$ cat config.mk
export PLATFORM = sky130hd
export DESIGN_NAME = frame_read_sequencer
export DESIGN_NICKNAME = d
export VERILOG_FILES = /design/src/rtl/frame_read_sequencer.sv
export SDC_FILE = /design/constraint.sdc
export NUM_CORES = 1
export LEC_CHECK = 0
export CAP_MARGIN = 5
export CORE_MARGIN = 5
export CORE_UTILIZATION = 45
export DETAILED_ROUTE_END_ITERATION = 7
export PLACE_DENSITY = 0.71
export SYNTH_ARGS = -nofsm -noshare
export SYNTH_HDL_FRONTEND = slang
export SYNTH_SLANG_ARGS = --single-unit
export TNS_END_PERCENT = 20
$ cat constraint.sdc
create_clock -name clk -period 2.5 [get_ports clk]
set_input_delay 0.75 -clock clk [delete_from_list [all_inputs] [get_ports clk]]
set_output_delay 0.75 -clock clk [all_outputs]
set_load 0.02 [all_outputs]
$ cat src/rtl/frame_read_sequencer.sv
// Frame read sequencer: arms the frame receiver, waits for capture (with timeout),
// then streams the captured frame out of the receiver buffer one 16-bit word at a time.
module frame_read_sequencer #(
  parameter int FRAME_LENGTH   = 16,
  parameter int TIMEOUT_CYCLES = 65535
) (
  input  logic        clk,
  input  logic        rst,
  input  logic        start,
  input  logic        cont,
  output logic        rx_go,
  input  logic        rx_busy,
  input  logic        rx_frame_complete,
  output logic [7:0]  rx_read_addr,
  input  logic [15:0] rx_read_data,
  output logic [15:0] out_data,
  output logic        out_valid,
  input  logic        out_ready,
  output logic        out_last,
  output logic        idle,
  output logic        timeout_err,
  output logic [15:0] frame_count
);

  typedef enum logic [2:0] {
    IDLE, ARM, WAIT, ADDR, FETCH, PRESENT, DRAIN
  } state_t;

  localparam logic [7:0]  LAST_IDX = 8'(FRAME_LENGTH / 2 - 1);
  localparam logic [23:0] TMO_LAST = 24'(TIMEOUT_CYCLES - 1);

  state_t      r_state;
  state_t      w_next_state;
  logic [23:0] r_tmo_cnt;
  logic [7:0]  r_word_idx;
  logic [15:0] r_out_data;
  logic        r_out_valid;
  logic        r_out_last;
  logic        r_timeout_err;
  logic [15:0] r_frame_count;
  logic        r_start_pend;

  logic w_accept_start;
  logic w_tmo_hit;
  logic w_handshake;
  logic w_final_word;

  assign w_accept_start = start | r_start_pend;
  assign w_tmo_hit      = (r_tmo_cnt == TMO_LAST);
  assign w_handshake    = r_out_valid & out_ready;
  assign w_final_word   = (r_word_idx == LAST_IDX);

  // NOTE: every signal assigned in always_comb gets a default first so no latch is inferred.
  always_comb begin
    w_next_state = r_state;
    case (r_state)
      IDLE:    if (w_accept_start || cont) w_next_state = ARM;
      ARM:     if (!rx_busy) w_next_state = WAIT;
      // Completion is tested first so a same-cycle timeout never discards a good frame.
      WAIT: begin
        if (rx_frame_complete) w_next_state = ADDR;
        else if (w_tmo_hit)    w_next_state = DRAIN;
      end
      ADDR:    w_next_state = FETCH;
      FETCH:   w_next_state = PRESENT;
      PRESENT: begin
        if (w_handshake) begin
          if (!w_final_word) w_next_state = ADDR;
          else if (cont)     w_next_state = ARM;
          else               w_next_state = IDLE;
        end
      end
      DRAIN:   if (rx_frame_complete) w_next_state = IDLE;
      default: w_next_state = IDLE;
    endcase
  end

  // NOTE: sequential state uses non-blocking assignments so every register samples pre-edge values.
  always_ff @(posedge clk) begin
    if (rst) begin
      r_state       <= IDLE;
      r_tmo_cnt     <= '0;
      r_word_idx    <= '0;
      r_out_data    <= '0;
      r_out_valid   <= 1'b0;
      r_out_last    <= 1'b0;
      r_timeout_err <= 1'b0;
      r_frame_count <= '0;
      r_start_pend  <= 1'b0;
    end else begin
      r_state <= w_next_state;
      case (r_state)
        IDLE: begin
          if (w_next_state == ARM) begin
            r_start_pend <= 1'b0;
            if (w_accept_start) r_timeout_err <= 1'b0;
          end
        end
        ARM:  r_tmo_cnt <= '0;
        WAIT: begin
          r_tmo_cnt <= r_tmo_cnt + 24'd1;
          if (rx_frame_complete) r_word_idx    <= '0;
          else if (w_tmo_hit)    r_timeout_err <= 1'b1;
        end
        FETCH: begin
          r_out_data  <= rx_read_data;
          r_out_valid <= 1'b1;
          r_out_last  <= w_final_word;
        end
        PRESENT: begin
          if (w_handshake) begin
            r_out_valid <= 1'b0;
            r_out_last  <= 1'b0;
            if (w_final_word) r_frame_count <= r_frame_count + 16'd1;
            else              r_word_idx    <= r_word_idx + 8'd1;
          end
        end
        // The receiver cannot be aborted, so a start seen here is remembered for IDLE.
        DRAIN: if (start) r_start_pend <= 1'b1;
        default: ;
      endcase
    end
  end

  // The word index only moves on entry to ADDR, so it doubles as the held read address.
  assign rx_read_addr = r_word_idx;
  assign rx_go        = (r_state == ARM) && !rx_busy;
  assign idle         = (r_state == IDLE);
  assign out_data     = r_out_data;
  assign out_valid    = r_out_valid;
  assign out_last     = r_out_last;
  assign timeout_err  = r_timeout_err;
  assign frame_count  = r_frame_count;

endmodule

# --- Yosys cells after proc, flatten, opt, wreduce, memory -nomap -nowiden ---
# Cells that the tools add are included.
totals:
  n_memories: 0
  ram_bits: 0
  regBits: 71
  romBits: 0
  latchBits: 0
  in_bits: 23
classes:
  n_mul: 0
  reduce_logical: 14
  bitwise: 2
  shift: 0
  muxes: 25
  n_addsub: 3
  n_eq_ne: 17
  n_div: 0
  n_lt_le_gt_ge: 0
op_table:
  columns: ["op", "count"]
  rows:
  - ["24-bit one-hot mux with 2 select lines", 1]
  - ["24-bit by 1-bit adder with 24-bit output (second input constant)", 1]
  - ["24-bit by 16-bit == test with 1-bit output (second input constant)", 1]
  - ["8-bit two-way mux", 3]
  - ["3-bit one-hot mux with 7 select lines", 1]
  - ["3-bit two-way mux", 6]
  - ["16-bit by 1-bit adder with 16-bit output (second input constant)", 1]
  - ["8-bit one-hot mux with 2 select lines", 1]
  - ["2-bit != test (second input constant)", 6]
  - ["2-bit nonzero test", 5]
  - ["3-bit == test (second input constant)", 3]
  - ["8-bit by 1-bit adder with 8-bit output (second input constant)", 1]
  - ["8-bit by 3-bit == test with 1-bit output (second input constant)", 1]
  - ["1-bit two-way mux", 8]
  - ["1-bit one-hot mux with 2 select lines", 4]
  - ["3-bit by 1-bit == test with 1-bit output (second input constant)", 2]
  - ["3-bit by 2-bit == test with 1-bit output (second input constant)", 2]
  - ["3-bit AND reduction", 2]
  - ["5-bit AND reduction", 1]
  - ["2-bit by 1-bit != test with 1-bit output (second input constant)", 2]
  - ["4-bit AND reduction", 1]
  - ["3-bit zero test", 1]
  - ["2-bit two-way mux", 1]
  - ["2-bit AND reduction", 1]
  - ["5 further kinds", 5]

# --- Depth between registers and ports, before layout ---
# Gate-level depths: netlist of run 1.
logic_depth:
  depth_word: 7
  ltp_mapped: 7
  mapped_depth_nobuf: 5

# --- Least setup slack after synthesis of run 1 ---
# OpenSTA, ideal clock, no wires.
synth_timing:
  kind: "register -> output"
  from: "register r_state[0]"
  to: "output rx_go"
  stages_incl_launch_ff: 5
  t_arrival_ps: 1567
  setup_slack_ps: 183
  cell_sequence: "dfxtp_1 clkbuf_1 or3b_2 clkbuf_1 nor2_1"
synth_via:
  elab_chain_len: 2
synth_rtl:
  columns: ["element", "line_no", "rtl"]
  rows:
  - ["start, declared", "32", "state_t r_state;"]
  - ["start signal, assigned", "91", "r_state <= w_next_state;"]
  - ["3-bit by 1-bit == test with 1-bit output", "127", "assign rx_go = (r_state == ARM) && !rx_busy;"]
  - ["1-bit logical AND", "127", null]
  - ["end, declared", "11", "output logic rx_go,"]
# Every way passes these cells.

# --- Worst setup path after layout of run 1 ---
layout_timing:
  from: "input rx_busy"
  to: "output rx_go"
layout_via:
  elab_chain_len: 2
layout_rtl:
  columns: ["element", "line_no", "rtl"]
  rows:
  - ["start, declared", "12", "input logic rx_busy,"]
  - ["1-bit zero test", "127", null]
  - ["1-bit logical AND", "127", null]
# Every way passes these cells.

==> metrics, run 1 <==
outcome=finished clean; Final #Nets=521; global-route usage over all layers=17.9%; Worst setup SP type=primary input; sequential share of power=a little under half; total iterations of the first detailed-routing run=5; Hold Fails Final Rpt=0; Clk pin slew, worst setup/hold paths=0.07 ns; Avg Inst Size Synth=8.10 um^2; vias in the first global route=3219; gr ovfl total=0; CTS tree=built; Crit-path slowest cell=clkdlybuf4s50_1; DP Area=4240 um^2; Async SR Flop Fraction=0%; Post-DRT Antenna Nets=0; HP Class=reg2reg; Core Rows=31; initial antenna violation count=0; CP delay by family, top=buffers and inverters; Sw Pwr=0.554 mW; Core ar.=7330 um^2; HP Start=out_data[2]$_SDFFE_PP0P_; crit end category=output port; clk_lat worst skew=0.34 ns; CTS H-tree depth=3; Synth area leader=dfxtp_1; Worst Path Required=1.75 ns; worst-margin pin slew=~0.58 ns; pin count of the biggest net entering global routing=35; via count=3457; IO Pins=between 60 and 70; DRT iter0 DRCs=142; unrepaired setup endpoints after global routing=no; total nets after synthesis=449; Die Wd=97.1 um; PortBufs=67; P&R area growth vs syn=30.8%; crit-path cells=clkdlybuf4s50_1 -> nor2_1 -> dlygate4sd2_1; clk buf depth=2; post-DP HPWL=6040 um; crit path from=rx_busy; Distinct cells, synth=49; Post-CTS Hold Buffers=0; post-synthesis sequential area ratio=41.6%; # clock sinks=71; fin worst setup slack=between 0.07 and 0.08 ns; Mapped Area=between 3000 and 4000 um^2; Final setup viols=0; Main synth FF type=dfxtp_1; Starting Density=a little under half; Arr. time, crit path=roughly 1.7 ns; CP max stage delay=0.42 ns; routed wire length=8580 um; total CTS buffers=9; Slew Limit Fails=0; switch share=between 20% and 30%; Die Span Y=a little under 100 um; origin of the critical flop-to-flop path=rx_read_addr[1]$_SDFFE_PP0P_; die area=approximately 9400 um^2; dominant cells by area after synthesis=dfxtp_1 (42%), a21oi_1 (8.1%), nand2_1 (6.8%); combinational fraction of design power=8.2%; vias per inst=around 5.8; final period utilization=96.8%; Setup CP Type=in2out; DRC=0; EDFF count, synth=0; Yosys reg bits=71; area share of the largest cell type after synthesis=slightly above 40%; Pleak=1.45 nW; first-pass GRT wire length=between 10000 and 15000 um; Synth Warn #=0; RePlAce Congestion=0.834; pre-CTS setup slack=-0.205 ns; slew margin rel.=61.5%; power per cell area=535 nW/um^2; Final Critical Period=between 2 and 2.5 ns; Clock Tree Root=clkbuf_8; Max VDD drop=between 0.0003 and 0.0004 V; share of cells above drive strength 1=between 10% and 20%; synthesized instance count=422; Max Cap Viol=0; Finished Cell Area=between 4000 and 5000 um^2; skew final=0.00763 ns; Crit Path Max Fanout=2; Fmax=0.413 GHz; Routed wire per std cell=~14 um; Int Pwr=1.84 mW; overall power=2.39 mW; CP Buf/Inv Count=2; Antenna diodes=0; part of the power in the clock network=a little over two fifths
-- through the flow --
stage                     utilization, %  std cells  hold WS (ns)  TNS [ns]
after floorplan                        -        422         0.443         0
after global placement              57.8        582         0.441     -1.16
after detailed placement            57.8        582         0.449     -1.79
after CTS                           60.9        598         0.460         0
after global routing                60.9        598         0.475         0
final                               60.9        598         0.455         0
-- worst min-delay path, stage by stage (launching register included) --
cell,delay (ns)
dfxtp_1,0.31
nand2_1,0.05
a21oi_1,0.05
-- cells by family (layout without fill, tap and decap cells) --
group | after synthesis | in the layout | synth area share, %
compound gates | 102 | 102 | 18.0
simple gates | 197 | 197 | 31.0
fa+ha+maj | 4 | 4 | 1.46
mux | 10 | 10 | 3.08
buf+inv | 35 | 112 | 4.10
flops | 71 | 71 | 41.6
xor+xnor | 3 | 3 | 0.769
-- worst paths after layout --
path                                                      to  slack (ns)  cells after the start
worst max-delay path                                   rx_go        0.08                      3
worst min-delay path                out_data[2]$_SDFFE_PP0P_        0.45                      2
worst max register to register  frame_count[13]$_SDFFE_PP0P_        0.23                      5
worst min register to register      out_data[2]$_SDFFE_PP0P_        0.45                      2
-- Yosys cell counts (2+ instances only) --
library cell  number
xnor2_1            2
a21oi_1           55
nand2_1           62
nand3b_1           3
or3b_2             2
clkbuf_1          20
nand4_1           15
nand4b_1           2
and3_1             2
or2_2              4
o311ai_0           3
nor2b_1            4
and4_1             6
nor4_1             7
nand2b_1           2
nor2_1            26
o31ai_1           12
or3_1              6
inv_1             12
o21ai_0           10
mux2i_1            6
or4_1             19
ha_1               4
mux2_2             4
a31o_2             2
a211oi_1           2
nand3_1           22
o211ai_1           7
a31oi_1            4
nor3_1             7
dfxtp_1           71
nor3b_1            2
-- registers in the layout (all words and copies together) (netlist names) --
| name | flops |
|---|---|
| timeout_err | 1 |
| r_tmo_cnt | 24 |
| r_start_pend | 1 |
| r_state | 3 |
| out_valid | 1 |
| out_data | 16 |
| frame_count | 16 |
| out_last | 1 |
| rx_read_addr | 8 |
-- routing by layer --
| layer | wire length (um) | part of all wire (%) | GRT usage, % |
|---|---|---|---|
| met3 | 607 | 7.1 | 5.81 |
| met5 | 0 | 0 | 0 |
| met2 | 4010 | 47 | 29.5 |
| met1 | 3840 | 45 | 21.9 |
| met4 | 114 | 1.3 | 5.83 |
-- layout by cell type, fill, tap and decap left out, types with 3 or more instances in the layout --
master,synthesis,final
a21oi_1,55,55
a31oi_1,4,4
and4_1,6,6
buf_4,0,17
clkbuf_8,0,11
clkdlybuf4s50_1,0,64
dfxtp_1,71,71
ha_1,4,4
inv_1,12,12
mux2_2,4,4
mux2i_1,6,6
nand2_1,62,62
nand3_1,22,22
nand3b_1,3,3
nand4_1,15,15
nor2_1,26,26
nor2b_1,4,4
nor3_1,7,7
nor4_1,7,7
o211ai_1,7,7
o21ai_0,10,10
o311ai_0,3,3
o31ai_1,12,12
or2_2,4,4
or3_1,6,6
or4_1,19,19
-- layout make-up --
class	instances	area (um^2)
Timing Repair Buffer	84	791
Clock buffer	11	151
Sequential cell	71	1420
Clock inverter	5	80.1
Inverter	12	45.0
Tap cell	99	124
Fill cell	651	2860
Multi-Input combinational cell	316	1860
-- repair_timing --
action,CTS,global route
setup endpoints to repair,2,0
gates resized for setup,2,0
buffers inserted,0,0
-- power by group through the flow --
stage	Clock, mW	Sequential [mW]	Combinational [mW]
after floorplan	0	1.18	0.0980
after global placement	0	1.17	0.197
after detailed placement	0	1.17	0.198
after CTS	1.07	1.14	0.196
after global routing	1.11	1.15	0.214
final	1.05	1.14	0.196
Power figures use the tool's default switching activity.
==> run 2: changes to the inputs <==
CAP_MARGIN = not set   (was 5)
MAX_ROUTING_LAYER = met4   (was not set)
==> metrics, run 2 (same netlist as run 1, synthesis figures left out) <==
outcome=finished clean; sequential share of power=47.9% (about the same); clk buf depth=2 (unchanged); Antenna diodes=0 (unchanged); P&R area growth vs syn=30.8% (unchanged); combinational fraction of design power=8.2% (about the same); overall power=2.39 mW (about the same); global-route usage over all layers=18.4% (+0.50 points); Die Span Y=97.1 um (unchanged); slew margin rel.=61.2% (-0.23 points); Slew Limit Fails=0 (unchanged); most frequent cells in the layout=dfxtp_1 (71), clkdlybuf4s50_1 (64), nand2_1 (62), a21oi_1 (55), nor2_1 (26); Clk pin slew, worst setup/hold paths=0.07 ns (about the same); DRC=0 (unchanged); Post-DRT Antenna Nets=0 (unchanged); Clock Tree Root=clkbuf_8; clk_lat worst skew=0.33 ns (about the same); CTS tree=built; routed wire length=8580 um (about the same); initial antenna violation count=0 (unchanged); skew final=0.00767 ns (+0.0000365 ns); Crit Path Max Fanout=2 (unchanged); filler cell count=651 (unchanged); vias in the first global route=3219 (unchanged); part of the power in the clock network=43.9% (about the same); crit end category=output port; commonest non-fill, non-tap cell in the layout=dfxtp_1; total CTS buffers=9 (unchanged); power per cell area=535 nW/um^2 (about the same); DRT iter0 DRCs=144 (+1.4%); Die Wd=97.1 um (unchanged); # clock sinks=71 (unchanged); Final #Nets=521 (unchanged); IO Pins=68 (unchanged); HP Class=reg2reg; post-DP HPWL=6040 um (unchanged); Max Cap Viol=0 (unchanged); Core ar.=7330 um^2 (unchanged); final period utilization=97.2% (+0.41 points); Fmax=0.411 GHz (-0.42%); Setup CP Type=in2out; PortBufs=67 (unchanged); share of cells above drive strength 1=10.0% (unchanged); Core Rows=31 (unchanged); pin count of the biggest net entering global routing=35 (unchanged); RePlAce Congestion=0.847 (+1.5%); Starting Density=46.6% (unchanged); max reg flops=24 (unchanged); Final setup viols=0 (unchanged); vias per inst=5.78 (about the same); Final Critical Period=2.43 ns (+0.0102 ns); Int Pwr=1.84 mW (about the same); Post CTS Setup Buffer Count=0 (unchanged); busiest grt layer=met2; GR Util met1=22.6% (+0.71 points); via count=3459 (+0.058%); gr ovfl total=0 (unchanged); met3 Track Usage GR=4.67% (-1.1 points); Hold Fails Final Rpt=0 (unchanged); unrepaired setup endpoints after global routing=no; Worst Path Required=1.75 ns (about the same); CTS H-tree depth=3 (unchanged); die area=9440 um^2 (unchanged); switch share=23.2% (about the same); Arr. time, crit path=1.68 ns (about the same); first-pass GRT wire length=14500 um (unchanged); worst-margin pin slew=0.580 ns (+0.00422 ns); M2 GR Usage=29.5% (unchanged); Worst setup SP type=primary input; Reg with most FFs=r_tmo_cnt; TNS Setup=0 ns (unchanged); Routed wire per std cell=14.4 um (about the same); total iterations of the first detailed-routing run=5 (unchanged); Max VDD drop=0.000312 V (about the same); Sw Pwr=0.554 mW (about the same); Pleak=1.45 nW (unchanged)
-- run 2: cell counts in the layout (fill, tap and decap cells not counted) --
Identical to the previous run, type by type.
-- run 2: worst max-delay path: stages --
cell	delay, ns
clkdlybuf4s50_1	0.42
nor2_1	0.16
dlygate4sd2_1	0.36
-- run 2: power groups by stage --
stage	sequential (mW)	combinational (mW)	clock, mW
2_1_floorplan	1.18	0.0980	0
4_1_cts	1.14	0.196	1.07
5_1_grt	1.15	0.214	1.11
3_5_place_dp	1.17	0.198	0
3_3_place_gp	1.17	0.197	0
6_report	1.14	0.196	1.05
-- run 2: final cells by class --
cell class	instances	area (um^2)	share of cell area [%]
Sequential cell	71	1420	31.8
Clock inverter	5	80.1	1.79
Timing Repair Buffer	84	791	17.7
Inverter	12	45.0	1.01
Tap cell	99	124	2.77
Multi-Input combinational cell	316	1860	41.5
Clock buffer	11	151	3.39
-- run 2: timing repair --
action	in CTS	in global routing
setup endpoints to repair	2	0
resized for setup	2	0
hold buffers	0	0
-- run 2: metal layers --
metal,up-vias,part of all wire (%)
li1,1717,-
met1,1629,46
met3,11,6.1
met4,0,1.3
met5,-,0
met2,102,47
-- run 2: final timing paths --
path,start,to,slack (ns),cells after the start
worst min-delay path,out_data[2]$_SDFFE_PP0P_,out_data[2]$_SDFFE_PP0P_,0.45,2
worst max register to register,rx_read_addr[1]$_SDFFE_PP0P_,frame_count[13]$_SDFFE_PP0P_,0.23,5
worst min register to register,out_data[2]$_SDFFE_PP0P_,out_data[2]$_SDFFE_PP0P_,0.45,2
worst max-delay path,rx_busy,rx_go,0.07,3
-- run 2: through the flow --
step,std cells,hold slack (ns),instance area [um^2],setup WS (ns),utilization (%)
after detailed placement,582,0.449,4240,-0.205,57.8
after global routing,598,0.475,4470,0.0188,60.9
final,598,0.455,4470,0.0692,60.9
after global placement,582,0.441,4240,-0.183,57.8
after CTS,598,0.460,4470,0.0706,60.9
after floorplan,422,0.443,3420,0.183,-
==> run 3: changes to the inputs <==
clock period = 2.43 ns   (was 2.5 ns; I/O delays follow)
==> metrics, run 3 (same netlist as run 1, synthesis figures left out) <==
Clk pin slew, worst setup/hold paths=0.07 ns (about the same); CP delay by family, top=simple AND/OR/NAND/NOR gates; global-route usage over all layers=18.7% (+0.35 points); placed insts=584 (+0.34%); Arr. time, crit path=2.60 ns (+0.92 ns); clk buf depth=2 (unchanged); Max Cap Viol=0 (unchanged); commonest non-fill, non-tap cell in the layout=dfxtp_1; crit-path cells=clkdlybuf4s50_1 -> nand4_1 -> or4_4 -> or4_1 -> a21oi_1; unrepaired setup endpoints after global routing=no; Final #Nets=523 (+0.38%); share of cells above drive strength 1=10.2% (+0.16 points); Post CTS Setup Buffer Count=0 (unchanged); skew final=0.00468 ns (-0.00299 ns); worst-margin pin slew=0.656 ns (+0.0753 ns); Worst Path Required=2.70 ns (+0.95 ns); fin cells=600 (+0.33%); Post-CTS Hold Buffers=0 (unchanged); first-pass GRT wire length=14600 um (+0.76%); Max VDD drop=0.000288 V (-7.8%); Finished Core Util=60.5% (-0.41 points); RePlAce Congestion=0.845 (-0.26%); most frequent cells in the layout=dfxtp_1 (71), clkdlybuf4s50_1 (64), nand2_1 (62), a21oi_1 (55), nor2_1 (26); outcome=finished clean; Worst setup SP type=primary input; Die Wd=97.1 um (unchanged); Antenna diodes=0 (unchanged); HP Class=reg2reg; Final Critical Period=2.33 ns; CP max stage delay=0.57 ns (+0.15 ns); Core ar.=7330 um^2 (unchanged); Routed wire per std cell=14.3 um (-0.34%); Post-DRT Antenna Nets=0 (unchanged); Crit-path slowest cell=clkdlybuf4s50_1; Final setup viols=0 (unchanged); crit end category=register; CTS tree=built; Pleak=1.45 nW (-0.18%); total CTS buffers=9 (unchanged); Reg with most FFs=r_tmo_cnt; post-DP HPWL=6060 um (+0.43%); Starting Density=46.6% (unchanged); vias in the first global route=3260 (+1.3%); TNS Setup=0 ns (unchanged); CP Buf/Inv Count=1 (-1); Setup CP Type=in2reg; overall power=2.31 mW (-3.3%); CTS H-tree depth=3 (unchanged); initial antenna violation count=0 (unchanged); clk_lat worst skew=0.34 ns (about the same); die area=9440 um^2 (unchanged); DRT iter0 DRCs=158 (+9.7%); Core Rows=31 (unchanged); IO Pins=68 (unchanged); Slew Limit Fails=0 (unchanged); Hold Fails Final Rpt=0 (unchanged); DRC=0 (unchanged); # clock sinks=71 (unchanged); routed wire length=8580 um (about the same); Fmax=0.429 GHz; P&R area growth vs syn=29.9%; Die Span Y=97.1 um (unchanged); Finished Cell Area=4440 um^2 (-0.67%); pin count of the biggest net entering global routing=35 (unchanged); Crit Path Max Fanout=21 (+19); total iterations of the first detailed-routing run=4 (-1); via count=3435 (-0.69%); final period utilization=95.9%; power per cell area=521 nW/um^2 (-2.7%); PortBufs=67 (unchanged); DP Area=4250 um^2 (+0.35%); vias per inst=5.73 (-1.0%); slew margin rel.=56.1% (-5.1 points); gr ovfl total=0 (unchanged); max reg flops=24 (unchanged); Clock Tree Root=clkbuf_8
[run 3: cell count changes in the layout (fill, tap and decap cells not counted)]
| cell | previous run | this run |
|---|---|---|
| clkinv_2 | 1 | 3 |
| buf_4 | 17 | 19 |
| bufinv_16 | 2 | 1 |
| clkinvlp_4 | 2 | 0 |
| clkbuf_1 | 0 | 2 |
| clkbuf_8 | 11 | 10 |
| clkbuf_2 | 0 | 1 |
| dlygate4sd2_1 | 2 | 1 |
[run 3: tightest hold or removal path, stage by stage, from the launching register on]
cell and delay [ns]:
dfxtp_1 0.31, nand2_1 0.05, a21oi_1 0.05
[run 3: power breakdown]
part	switching, mW	total, mW	internal (mW)
clock	0.428	0.926	0.498
combinational	0.119	0.206	0.0863
sequential	0.00622	1.18	1.17
[run 3: per-layer routing]
layer | vias to the layer above | global-route usage [%] | wire length [um]
met3 | 13 | 4.67 | 517
li1 | 1715 | - | -
met2 | 98 | 30.2 | 4030
met4 | 0 | 7.45 | 114
met5 | - | - | 0
met1 | 1609 | 22.4 | 3920
[run 3: area by class of cell]
type / instances / area [um^2]
Inverter: 12 / 45.0
Clock buffer: 12 / 145
Clock inverter: 4 / 45.0
Multi-Input combinational cell: 316 / 1860
Fill cell: 627 / 2890
Sequential cell: 71 / 1420
Tap cell: 99 / 124
Timing Repair Buffer: 86 / 802
[run 3: path summary, 6_finish.rpt]
check / startpoint / cells after the start / end / slack (ns)
max: out_ready / 5 / frame_count[13]$_SDFFE_PP0P_ / 0.10
min: out_data[2]$_SDFFE_PP0P_ / 2 / out_data[2]$_SDFFE_PP0P_ / 0.45
max reg2reg: rx_read_addr[5]$_SDFFE_PP0P_ / 4 / frame_count[13]$_SDFFE_PP0P_ / 0.27
min reg2reg: out_data[2]$_SDFFE_PP0P_ / 2 / out_data[2]$_SDFFE_PP0P_ / 0.45
[run 3: what timing repair did]
item,CTS,global route
gates resized for setup,2,2
endpoints found under the setup margin,2,1
pin swaps,0,0
gates cloned,0,0
[run 3: metrics by stage]
stage | hold slack, ns | setup slack (ns)
after floorplan | 0.443 | 0.134
after global placement | 0.441 | -0.209
after detailed placement | 0.448 | -0.236
after CTS | 0.459 | 0.0328
after global routing | 0.477 | 0.0156
final | 0.454 | 0.101
